### src/rtl/cpu_ctrl_pkg.sv
// Shared opcode constants, state encoding, control-word layout and decode helpers
// for the hardwired control unit.
package cpu_ctrl_pkg;

    localparam int OPC_W = 5;
    typedef logic [OPC_W-1:0] opc_t;

    localparam opc_t OP_LD   = 5'd0;
    localparam opc_t OP_LDI  = 5'd1;
    localparam opc_t OP_ST   = 5'd2;
    localparam opc_t OP_ADD  = 5'd3;
    localparam opc_t OP_SUB  = 5'd4;
    localparam opc_t OP_AND  = 5'd5;
    localparam opc_t OP_OR   = 5'd6;
    localparam opc_t OP_SHR  = 5'd7;
    localparam opc_t OP_SHL  = 5'd8;
    localparam opc_t OP_ROR  = 5'd9;
    localparam opc_t OP_ROL  = 5'd10;
    localparam opc_t OP_ADDI = 5'd11;
    localparam opc_t OP_ANDI = 5'd12;
    localparam opc_t OP_ORI  = 5'd13;
    localparam opc_t OP_MUL  = 5'd14;
    localparam opc_t OP_DIV  = 5'd15;
    localparam opc_t OP_NEG  = 5'd16;
    localparam opc_t OP_NOT  = 5'd17;
    localparam opc_t OP_BR   = 5'd18;
    localparam opc_t OP_JR   = 5'd19;
    localparam opc_t OP_JAL  = 5'd20;
    localparam opc_t OP_IN   = 5'd21;
    localparam opc_t OP_OUT  = 5'd22;
    localparam opc_t OP_MFHI = 5'd23;
    localparam opc_t OP_MFLO = 5'd24;
    localparam opc_t OP_NOP  = 5'd25;
    localparam opc_t OP_HALT = 5'd26;

    // T-states are consecutive so the sequencer can step with +1.
    typedef enum logic [3:0] {
        S_RST, S_T0, S_T1, S_T2, S_T3, S_T4, S_T5, S_T6, S_T7, S_HALT
    } state_t;

    typedef struct packed {
        logic PCout, Zhighout, Zlowout, MDRout, HIOut, LOout, InPortout, Cout, BAOut, Rout;
        logic PCin, IncPC, MARin, MDRin, IRin, Yin, ZHighin, Zlowin, HIin, LOin;
        logic OutPortin, CONin, Rin;
        logic Gra, Grb, Grc;
        logic Read, Write;
        opc_t op;
    } ctrl_t;

    function automatic opc_t alu_op(input opc_t o);
        case (o)
            OP_ADDI: alu_op = OP_ADD;
            OP_ANDI: alu_op = OP_AND;
            OP_ORI:  alu_op = OP_OR;
            default: alu_op = o;
        endcase
    endfunction

    // Final execute state per opcode; T2 means there is no execute phase.
    function automatic state_t last_state(input opc_t o);
        case (o)
            OP_LD, OP_ST:                           last_state = S_T7;
            OP_LDI:                                 last_state = S_T5;
            OP_ADD, OP_SUB, OP_AND, OP_OR, OP_SHR, OP_SHL, OP_ROR, OP_ROL,
            OP_ADDI, OP_ANDI, OP_ORI:               last_state = S_T5;
            OP_MUL, OP_DIV, OP_BR:                  last_state = S_T6;
            OP_NEG, OP_NOT, OP_JAL:                 last_state = S_T4;
            OP_JR, OP_IN, OP_OUT, OP_MFHI, OP_MFLO: last_state = S_T3;
            default:                                last_state = S_T2;
        endcase
    endfunction

endpackage

### src/rtl/ctrl_signal_decode.sv
// Combinational control-word decode from (state, opcode, branchCompare).
module ctrl_signal_decode
    import cpu_ctrl_pkg::*;
(
    input  state_t state_i,
    input  opc_t   opc_i,
    input  logic   br_cmp_i,
    output ctrl_t  cw_o
);

    logic is_imm;
    assign is_imm = (opc_i == OP_ADDI) || (opc_i == OP_ANDI) || (opc_i == OP_ORI);

    always_comb begin
        cw_o = '0;
        case (state_i)
            S_RST, S_HALT: ;
            S_T0: begin
                cw_o.PCout = 1'b1; cw_o.MARin = 1'b1; cw_o.IncPC = 1'b1;
                cw_o.ZHighin = 1'b1; cw_o.Zlowin = 1'b1;
            end
            S_T1: begin
                cw_o.Zlowout = 1'b1; cw_o.PCin = 1'b1; cw_o.Read = 1'b1; cw_o.MDRin = 1'b1;
            end
            S_T2: begin
                cw_o.MDRout = 1'b1; cw_o.IRin = 1'b1;
            end
            default: begin
                case (opc_i)
                    OP_ADD, OP_SUB, OP_AND, OP_OR, OP_SHR, OP_SHL, OP_ROR, OP_ROL,
                    OP_ADDI, OP_ANDI, OP_ORI: begin
                        case (state_i)
                            S_T3: begin cw_o.Grb = 1'b1; cw_o.Rout = 1'b1; cw_o.Yin = 1'b1; end
                            S_T4: begin
                                if (is_imm) cw_o.Cout = 1'b1;
                                else begin cw_o.Grc = 1'b1; cw_o.Rout = 1'b1; end
                                cw_o.op = alu_op(opc_i);
                                cw_o.ZHighin = 1'b1; cw_o.Zlowin = 1'b1;
                            end
                            S_T5: begin cw_o.Zlowout = 1'b1; cw_o.Gra = 1'b1; cw_o.Rin = 1'b1; end
                            default: ;
                        endcase
                    end
                    OP_NEG, OP_NOT: begin
                        case (state_i)
                            S_T3: begin
                                cw_o.Grb = 1'b1; cw_o.Rout = 1'b1; cw_o.op = opc_i;
                                cw_o.ZHighin = 1'b1; cw_o.Zlowin = 1'b1;
                            end
                            S_T4: begin cw_o.Zlowout = 1'b1; cw_o.Gra = 1'b1; cw_o.Rin = 1'b1; end
                            default: ;
                        endcase
                    end
                    OP_MUL, OP_DIV: begin
                        case (state_i)
                            S_T3: begin cw_o.Gra = 1'b1; cw_o.Rout = 1'b1; cw_o.Yin = 1'b1; end
                            S_T4: begin
                                cw_o.Grb = 1'b1; cw_o.Rout = 1'b1; cw_o.op = opc_i;
                                cw_o.ZHighin = 1'b1; cw_o.Zlowin = 1'b1;
                            end
                            S_T5: begin cw_o.Zlowout = 1'b1; cw_o.LOin = 1'b1; end
                            S_T6: begin cw_o.Zhighout = 1'b1; cw_o.HIin = 1'b1; end
                            default: ;
                        endcase
                    end
                    // LD, LDI and ST share the effective-address computation in T3-T4.
                    OP_LD, OP_LDI, OP_ST: begin
                        case (state_i)
                            S_T3: begin cw_o.Grb = 1'b1; cw_o.BAOut = 1'b1; cw_o.Yin = 1'b1; end
                            S_T4: begin
                                cw_o.Cout = 1'b1; cw_o.op = OP_ADD;
                                cw_o.ZHighin = 1'b1; cw_o.Zlowin = 1'b1;
                            end
                            S_T5: begin
                                cw_o.Zlowout = 1'b1;
                                if (opc_i == OP_LDI) begin cw_o.Gra = 1'b1; cw_o.Rin = 1'b1; end
                                else cw_o.MARin = 1'b1;
                            end
                            S_T6: begin
                                cw_o.MDRin = 1'b1;
                                if (opc_i == OP_ST) begin cw_o.Gra = 1'b1; cw_o.Rout = 1'b1; end
                                else cw_o.Read = 1'b1;
                            end
                            S_T7: begin
                                if (opc_i == OP_ST) cw_o.Write = 1'b1;
                                else begin cw_o.MDRout = 1'b1; cw_o.Gra = 1'b1; cw_o.Rin = 1'b1; end
                            end
                            default: ;
                        endcase
                    end
                    OP_BR: begin
                        case (state_i)
                            S_T3: begin cw_o.Gra = 1'b1; cw_o.Rout = 1'b1; cw_o.CONin = 1'b1; end
                            S_T4: begin cw_o.PCout = 1'b1; cw_o.Yin = 1'b1; end
                            S_T5: begin
                                cw_o.Cout = 1'b1; cw_o.op = OP_ADD;
                                cw_o.ZHighin = 1'b1; cw_o.Zlowin = 1'b1;
                            end
                            S_T6: if (br_cmp_i) begin cw_o.Zlowout = 1'b1; cw_o.PCin = 1'b1; end
                            default: ;
                        endcase
                    end
                    OP_JR: if (state_i == S_T3) begin
                        cw_o.Gra = 1'b1; cw_o.Rout = 1'b1; cw_o.PCin = 1'b1;
                    end
                    OP_JAL: begin
                        case (state_i)
                            S_T3: begin cw_o.PCout = 1'b1; cw_o.Grb = 1'b1; cw_o.Rin = 1'b1; end
                            S_T4: begin cw_o.Gra = 1'b1; cw_o.Rout = 1'b1; cw_o.PCin = 1'b1; end
                            default: ;
                        endcase
                    end
                    OP_IN:   if (state_i == S_T3) begin cw_o.InPortout = 1'b1; cw_o.Gra = 1'b1; cw_o.Rin = 1'b1; end
                    OP_OUT:  if (state_i == S_T3) begin cw_o.Gra = 1'b1; cw_o.Rout = 1'b1; cw_o.OutPortin = 1'b1; end
                    OP_MFHI: if (state_i == S_T3) begin cw_o.HIOut = 1'b1; cw_o.Gra = 1'b1; cw_o.Rin = 1'b1; end
                    OP_MFLO: if (state_i == S_T3) begin cw_o.LOout = 1'b1; cw_o.Gra = 1'b1; cw_o.Rin = 1'b1; end
                    default: ;
                endcase
            end
        endcase
    end

endmodule

### src/rtl/ctrl_unit.sv
// Hardwired fetch/decode/execute sequencer for data_path. State advances on the
// falling clock edge. Optional CTRL_MEM_WAIT_EN adds Mem_ready wait states.
module ctrl_unit
    import cpu_ctrl_pkg::*;
#(
    parameter int OPW = 5,
    parameter int IRW = 32
) (
    input  logic           Clock,
    input  logic           clear,
    input  logic [IRW-1:0] IR,
    input  logic           branchCompare,
`ifdef CTRL_MEM_WAIT_EN
    input  logic           Mem_ready,
`endif
    output logic PCout, Zhighout, Zlowout, MDRout, HIOut, LOout, InPortout, Cout, BAOut, Rout,
    output logic PCin, IncPC, MARin, MDRin, IRin, Yin, ZHighin, Zlowin, HIin, LOin,
    output logic OutPortin, CONin, Rin,
    output logic Gra, Grb, Grc,
    output logic Read, Write,
    output logic [OPW-1:0] op,
    output logic Run
);

    state_t state_q, state_d;
    opc_t   opc;
    ctrl_t  cw;
    logic   hold;
    logic   unused_ir;

    assign opc       = IR[IRW-1 -: OPW];
    assign unused_ir = ^IR[IRW-OPW-1:0];

    ctrl_signal_decode u_dec (
        .state_i  (state_q),
        .opc_i    (opc),
        .br_cmp_i (branchCompare),
        .cw_o     (cw)
    );

`ifdef CTRL_MEM_WAIT_EN
    assign hold = (cw.Read | cw.Write) & ~Mem_ready;
`else
    assign hold = 1'b0;
`endif

    always_ff @(negedge Clock or negedge clear) begin
        if (!clear) state_q <= S_RST;
        else        state_q <= state_d;
    end

    // IR is loaded during T2, so the opcode is valid when leaving T2.
    always_comb begin
        state_d = state_q;
        case (state_q)
            S_RST:  state_d = S_T0;
            S_HALT: state_d = S_HALT;
            default: begin
                if (hold)                                   state_d = state_q;
                else if (state_q == S_T2 && opc == OP_HALT) state_d = S_HALT;
                else if (state_q == last_state(opc))        state_d = S_T0;
                else                                        state_d = state_t'(state_q + 4'd1);
            end
        endcase
    end

    assign {PCout, Zhighout, Zlowout, MDRout, HIOut, LOout, InPortout, Cout, BAOut, Rout}
        = {cw.PCout, cw.Zhighout, cw.Zlowout, cw.MDRout, cw.HIOut, cw.LOout,
           cw.InPortout, cw.Cout, cw.BAOut, cw.Rout};
    assign {PCin, IncPC, MARin, MDRin, IRin, Yin, ZHighin, Zlowin, HIin, LOin}
        = {cw.PCin, cw.IncPC, cw.MARin, cw.MDRin, cw.IRin, cw.Yin,
           cw.ZHighin, cw.Zlowin, cw.HIin, cw.LOin};
    assign {OutPortin, CONin, Rin} = {cw.OutPortin, cw.CONin, cw.Rin};
    assign {Gra, Grb, Grc}         = {cw.Gra, cw.Grb, cw.Grc};
    assign {Read, Write}           = {cw.Read, cw.Write};
    assign op  = cw.op;
    assign Run = (state_q != S_RST) && (state_q != S_HALT);

endmodule

### config.mk
export PLATFORM = sky130hd
export DESIGN_NAME = ctrl_unit
export DESIGN_NICKNAME = d
export VERILOG_FILES = /design/src/rtl/cpu_ctrl_pkg.sv /design/src/rtl/ctrl_signal_decode.sv /design/src/rtl/ctrl_unit.sv
export SDC_FILE = /design/constraint.sdc
export NUM_CORES = 1
export LEC_CHECK = 0
export BUFFER_PORTS_ARGS = -buffer_cell sky130_fd_sc_hd__buf_2
export CORE_ASPECT_RATIO = 0.5
export CORE_MARGIN = 2
export CORE_UTILIZATION = 30
export CTS_CLUSTER_DIAMETER = 120
export DETAILED_ROUTE_END_ITERATION = 7
export GPL_TIMING_DRIVEN = 0
export PLACE_DENSITY = 0.62
export SYNTH_ARGS = -nofsm -noshare
export SYNTH_HDL_FRONTEND = slang
export SYNTH_SLANG_ARGS = --single-unit
### constraint.sdc
create_clock -name Clock -period 2.54 [get_ports Clock]
set_clock_uncertainty 0.15 [all_clocks]
set_input_delay 0.508 -clock Clock [delete_from_list [all_inputs] [get_ports Clock]]
set_output_delay 0.508 -clock Clock [all_outputs]
set_load 0.005 [all_outputs]
==> impl_metrics.xml <==
<?xml version="1.0" encoding="UTF-8"?>
<metrics>
  <group name="run_status">
    <metric name="run_status" unit="">finished with violations</metric>
    <metric name="failed_checks" unit="">negative setup slack</metric>
  </group>
  <group name="critical_path">
    <metric name="worst-endpoint-arrival" unit="ns">3.29</metric>
    <metric name="critical-path-slowest-cell" unit="">dfrtn_1</metric>
    <metric name="timing.critical_path.to" unit="">Rin</metric>
    <metric name="timing.critical_path.from_type" unit="">flop</metric>
    <metric name="crit-reg2reg-capture" unit="">state_q[0]$_DFF_NN0_</metric>
    <metric name="path_delay_family" unit="">simple AND/OR/NAND/NOR gates</metric>
    <metric name="worstSetupPathDepth" unit="">7</metric>
    <metric name="cp.buffers_inverters" unit="">1</metric>
    <metric name="crit_chain" unit="">ha_4, nand3b_1, or3_4, o21ai_2, a311oi_1, nor4_1, buf_2</metric>
    <metric name="timing.critical_path.fanout_max" unit="">4</metric>
    <metric name="crit-reg2reg-launch" unit="">state_q[1]$_DFF_NN0_</metric>
    <metric name="capturing_element_type_of_the_critical_path" unit="">output port</metric>
    <metric name="critical_path.startpoint" unit="">state_q[0]$_DFF_NN0_</metric>
    <metric name="critical_path.max_stage_delay" unit="ns">0.49</metric>
    <metric name="ff2ff_path_depth" unit="">10</metric>
    <metric name="required_time_of_the_critical_path" unit="ns">1.88</metric>
    <metric name="ff2ff_setup_slack" unit="ns">0.49</metric>
    <metric name="worst-setup-path-type" unit="">reg -&gt; out</metric>
  </group>
  <group name="clocking">
    <metric name="cts_max_level" unit="">1</metric>
    <metric name="cts_num_sinks" unit="">4</metric>
    <metric name="cts.reportedPaths.clkPinSlew" unit="ns">0.03</metric>
    <metric name="post_cts_hold_buffer_count" unit="">0</metric>
    <metric name="number_of_buffers_on_the_longest_clock_path" unit="">2</metric>
    <metric name="cts_tree" unit="">done</metric>
    <metric name="worst_skew_pair.late_latency" unit="ns">0.24</metric>
    <metric name="cts_made_buffers" unit="">3</metric>
    <metric name="clock-root-buffer" unit="">clkbuf_8</metric>
  </group>
  <group name="grt">
    <metric name="grtUsageTotal" unit="%">21.9</metric>
    <metric name="grt_max_degree" unit="">11</metric>
    <metric name="number_of_global_route_vias_before_repair" unit="">1695</metric>
    <metric name="global_route_wire_length_before_repair" unit="um">8180</metric>
    <metric name="grt_antenna_before_repair" unit="">0</metric>
    <metric name="gr-total-overflow" unit="">0</metric>
  </group>
  <group name="yosys">
    <metric name="mappedNetlistArea" unit="sq um">1200</metric>
    <metric name="postSynthCellCount" unit="">185</metric>
    <metric name="synth-edff-count" unit="">0</metric>
    <metric name="syn_nets" unit="">224</metric>
    <metric name="synth_flop_cell" unit="">dfrtn_1</metric>
    <metric name="ys_warn_count" unit="">0</metric>
    <metric name="synth-async-reset-ratio" unit="%">100</metric>
    <metric name="synth_area_per_cell" unit="sq um">6.51</metric>
    <metric name="synth_seq_area_share" unit="%">8.31</metric>
    <metric name="synth-seq-cells" unit="">4</metric>
    <metric name="netlist-cell-type-count" unit="">56</metric>
  </group>
  <group name="floorplanning">
    <metric name="placeableCoreArea" unit="sq um">3880</metric>
    <metric name="fp.dieW" unit="um">93.6</metric>
    <metric name="io_pins" unit="">69</metric>
    <metric name="design.die.area" unit="sq um">4570</metric>
    <metric name="start_util" unit="%">31.0</metric>
    <metric name="placementRows" unit="">16</metric>
    <metric name="die_y" unit="um">48.8</metric>
  </group>
  <group name="sta">
    <metric name="timing_worst_slew_pin_value" unit="ns">0.543</metric>
    <metric name="rsz_0062_raised_after_global_routing" unit="">true</metric>
    <metric name="hold-worst-slack" unit="ns">0.425</metric>
    <metric name="setup_violations" unit="">38</metric>
    <metric name="drv_slew" unit="">0</metric>
    <metric name="final_hold_viol_count" unit="">0</metric>
    <metric name="timing.slew.headroom" unit="%">63.5</metric>
    <metric name="worst_slack" unit="ns">-1.40</metric>
  </group>
  <group name="power">
    <metric name="pwr-share-clk" unit="%">7.3</metric>
    <metric name="swShare" unit="%">43.9</metric>
    <metric name="vdd_drop_max" unit="mV">0.431</metric>
    <metric name="power.static_leakage" unit="nW">1.02</metric>
    <metric name="switchingPower" unit="mW">0.784</metric>
    <metric name="powerDensity" unit="nW/um^2">794</metric>
    <metric name="design_power_total" unit="mW">1.79</metric>
    <metric name="power_frac_seq" unit="%">7.5</metric>
    <metric name="power_frac_comb" unit="%">85.2</metric>
    <metric name="internal-power" unit="mW">1.00</metric>
  </group>
  <group name="layout">
    <metric name="largest-register" unit="">state_q</metric>
    <metric name="most-common-layout-cells" unit="">buf_2 (36), buf_4 (27), buf_6 (22)</metric>
    <metric name="final_common_cell" unit="">buf_2</metric>
    <metric name="flip_flop_count_of_the_largest_register_all_copies_and_words_added" unit="">4</metric>
    <metric name="insertedDiodeCount" unit="">0</metric>
    <metric name="top_regs" unit="">state_q x4</metric>
    <metric name="area_delta_synth_final" unit="%">86.8</metric>
    <metric name="num-nets-final" unit="">306</metric>
    <metric name="drive_gt1_share" unit="%">57.0</metric>
  </group>
  <group name="routing">
    <metric name="drt_iter0_drc" unit="">119</metric>
    <metric name="detail_route.wirelength" unit="um">5200</metric>
    <metric name="post_drt_wl_per_cell" unit="um">16.3</metric>
    <metric name="detail_route.vias_per_cell" unit="">5.62</metric>
    <metric name="final_antenna_net_count" unit="">0</metric>
    <metric name="dr_drc_count" unit="">0</metric>
    <metric name="routed-via-count" unit="">1794</metric>
    <metric name="drt-pass1-iter-count" unit="">6</metric>
  </group>
  <group name="place">
    <metric name="dpl.hpwl" unit="um">3260</metric>
    <metric name="numPortBuffers" unit="">39</metric>
    <metric name="gp_routability_congestion" unit="">0.922</metric>
  </group>
  <group name="run">
    <metric name="max-cap-violations" unit="">0</metric>
  </group>
  <group name="hold_path">
    <metric name="hold_path_class" unit="">reg -&gt; reg</metric>
  </group>
</metrics>
[per-stage QoR]
step	TNS (ns)	setup slack [ns]	std cells	util, %	area, sq um
global placement	-33.15	-1.34	278	42.4	1650
floorplan	-22.82	-0.988	185	-	1380
CTS	-37.93	-1.37	314	54.7	2120
finish	-39.57	-1.40	319	58.0	2250
detailed placement	-33.49	-1.35	278	42.4	1650
global route	-42.77	-1.51	319	58.0	2250
[per-layer routing]
metal	share of wire (%)	routed length (um)	up-vias	global-route usage (%)
li1	-	-	828	-
met1	41	2120	848	29.3
met2	50	2590	108	37.4
met3	8.6	449	10	3.40
met4	0.81	42	0	4.83
met5	0	0	-	0
[worst reg2reg max path, delay by kind of cell (launching register included)]
kind                     cells  cell delay (ns)
adder cells (fa/ha/maj)      1             0.18
buffers and inverters        6             0.66
multiplexers                 1             0.27
flip-flops                   1             0.46
AND/OR/NAND/NOR              2             0.17
[worst min path at each step]
stage	cells after the start	startpoint	slack [ns]	end
4_1_cts	2	state_q[0]$_DFF_NN0_	0.42	state_q[0]$_DFF_NN0_
5_1_grt	2	state_q[0]$_DFF_NN0_	0.46	state_q[0]$_DFF_NN0_
6_report	2	state_q[0]$_DFF_NN0_	0.43	state_q[0]$_DFF_NN0_
3_5_place_dp	1	state_q[0]$_DFF_NN0_	0.34	state_q[0]$_DFF_NN0_
3_3_place_gp	1	state_q[0]$_DFF_NN0_	0.34	state_q[0]$_DFF_NN0_
2_1_floorplan	1	state_q[0]$_DFF_NN0_	0.29	state_q[0]$_DFF_NN0_
[final cells by class]
cell class	count	area [sq um]
fillers	334	1630
multi-input cells	154	1260
repair buffers	77	591
plain buffers	17	143
flip-flops and latches	4	100
well taps	54	67.6
inverters	10	45.0
clock buffers	3	41.3
[logic make-up (layout without fill, tap and decap cells)]
kind of cell / Yosys count / count (layout) / synth area share, %
AND/OR/NAND/NOR: 92 / 92 / 41.8
AO/OA/AOI/OAI: 48 / 48 / 26.5
buffers and inverters: 27 / 107 / 11.2
adder cells (fa/ha/maj): 5 / 5 / 5.09
XOR/XNOR: 5 / 5 / 3.63
multiplexers: 4 / 4 / 3.43
flip-flops: 4 / 4 / 8.31
[Yosys cell counts, types with 3 or more instances]
cell,count,area (sq um)
nor2_1,18,67.6
a21oi_1,17,85.1
nand2_1,16,60.1
nand3_1,11,55.1
o21ai_0,10,50.1
inv_1,9,33.8
nor3_1,9,45.0
buf_2,6,30.0
clkbuf_1,6,22.5
dfrtn_1,4,100
ha_1,4,50.1
nor2b_1,4,25.0
or3_1,4,25.0
xnor2_1,4,35.0
and3_1,3,18.8
buf_4,3,22.5
mux2i_1,3,30.0
nand2b_1,3,18.8
nor4_1,3,18.8
o31ai_1,3,22.5
[repair_timing]
action	in CTS	in global routing
resized for setup	36	21
endpoints found under the setup margin	38	38
pin swaps	18	13
setup buffers	33	7
[power by group through the flow]
stage / clock (mW) / combinational (mW) / sequential [mW]
2_1_floorplan: 0 / 0.698 / 0.133
3_3_place_gp: 0 / 0.928 / 0.146
3_5_place_dp: 0 / 0.938 / 0.146
4_1_cts: 0.133 / 1.35 / 0.129
5_1_grt: 0.142 / 1.63 / 0.139
6_report: 0.130 / 1.52 / 0.134
Note: power is estimated with default switching activity, not from simulation.
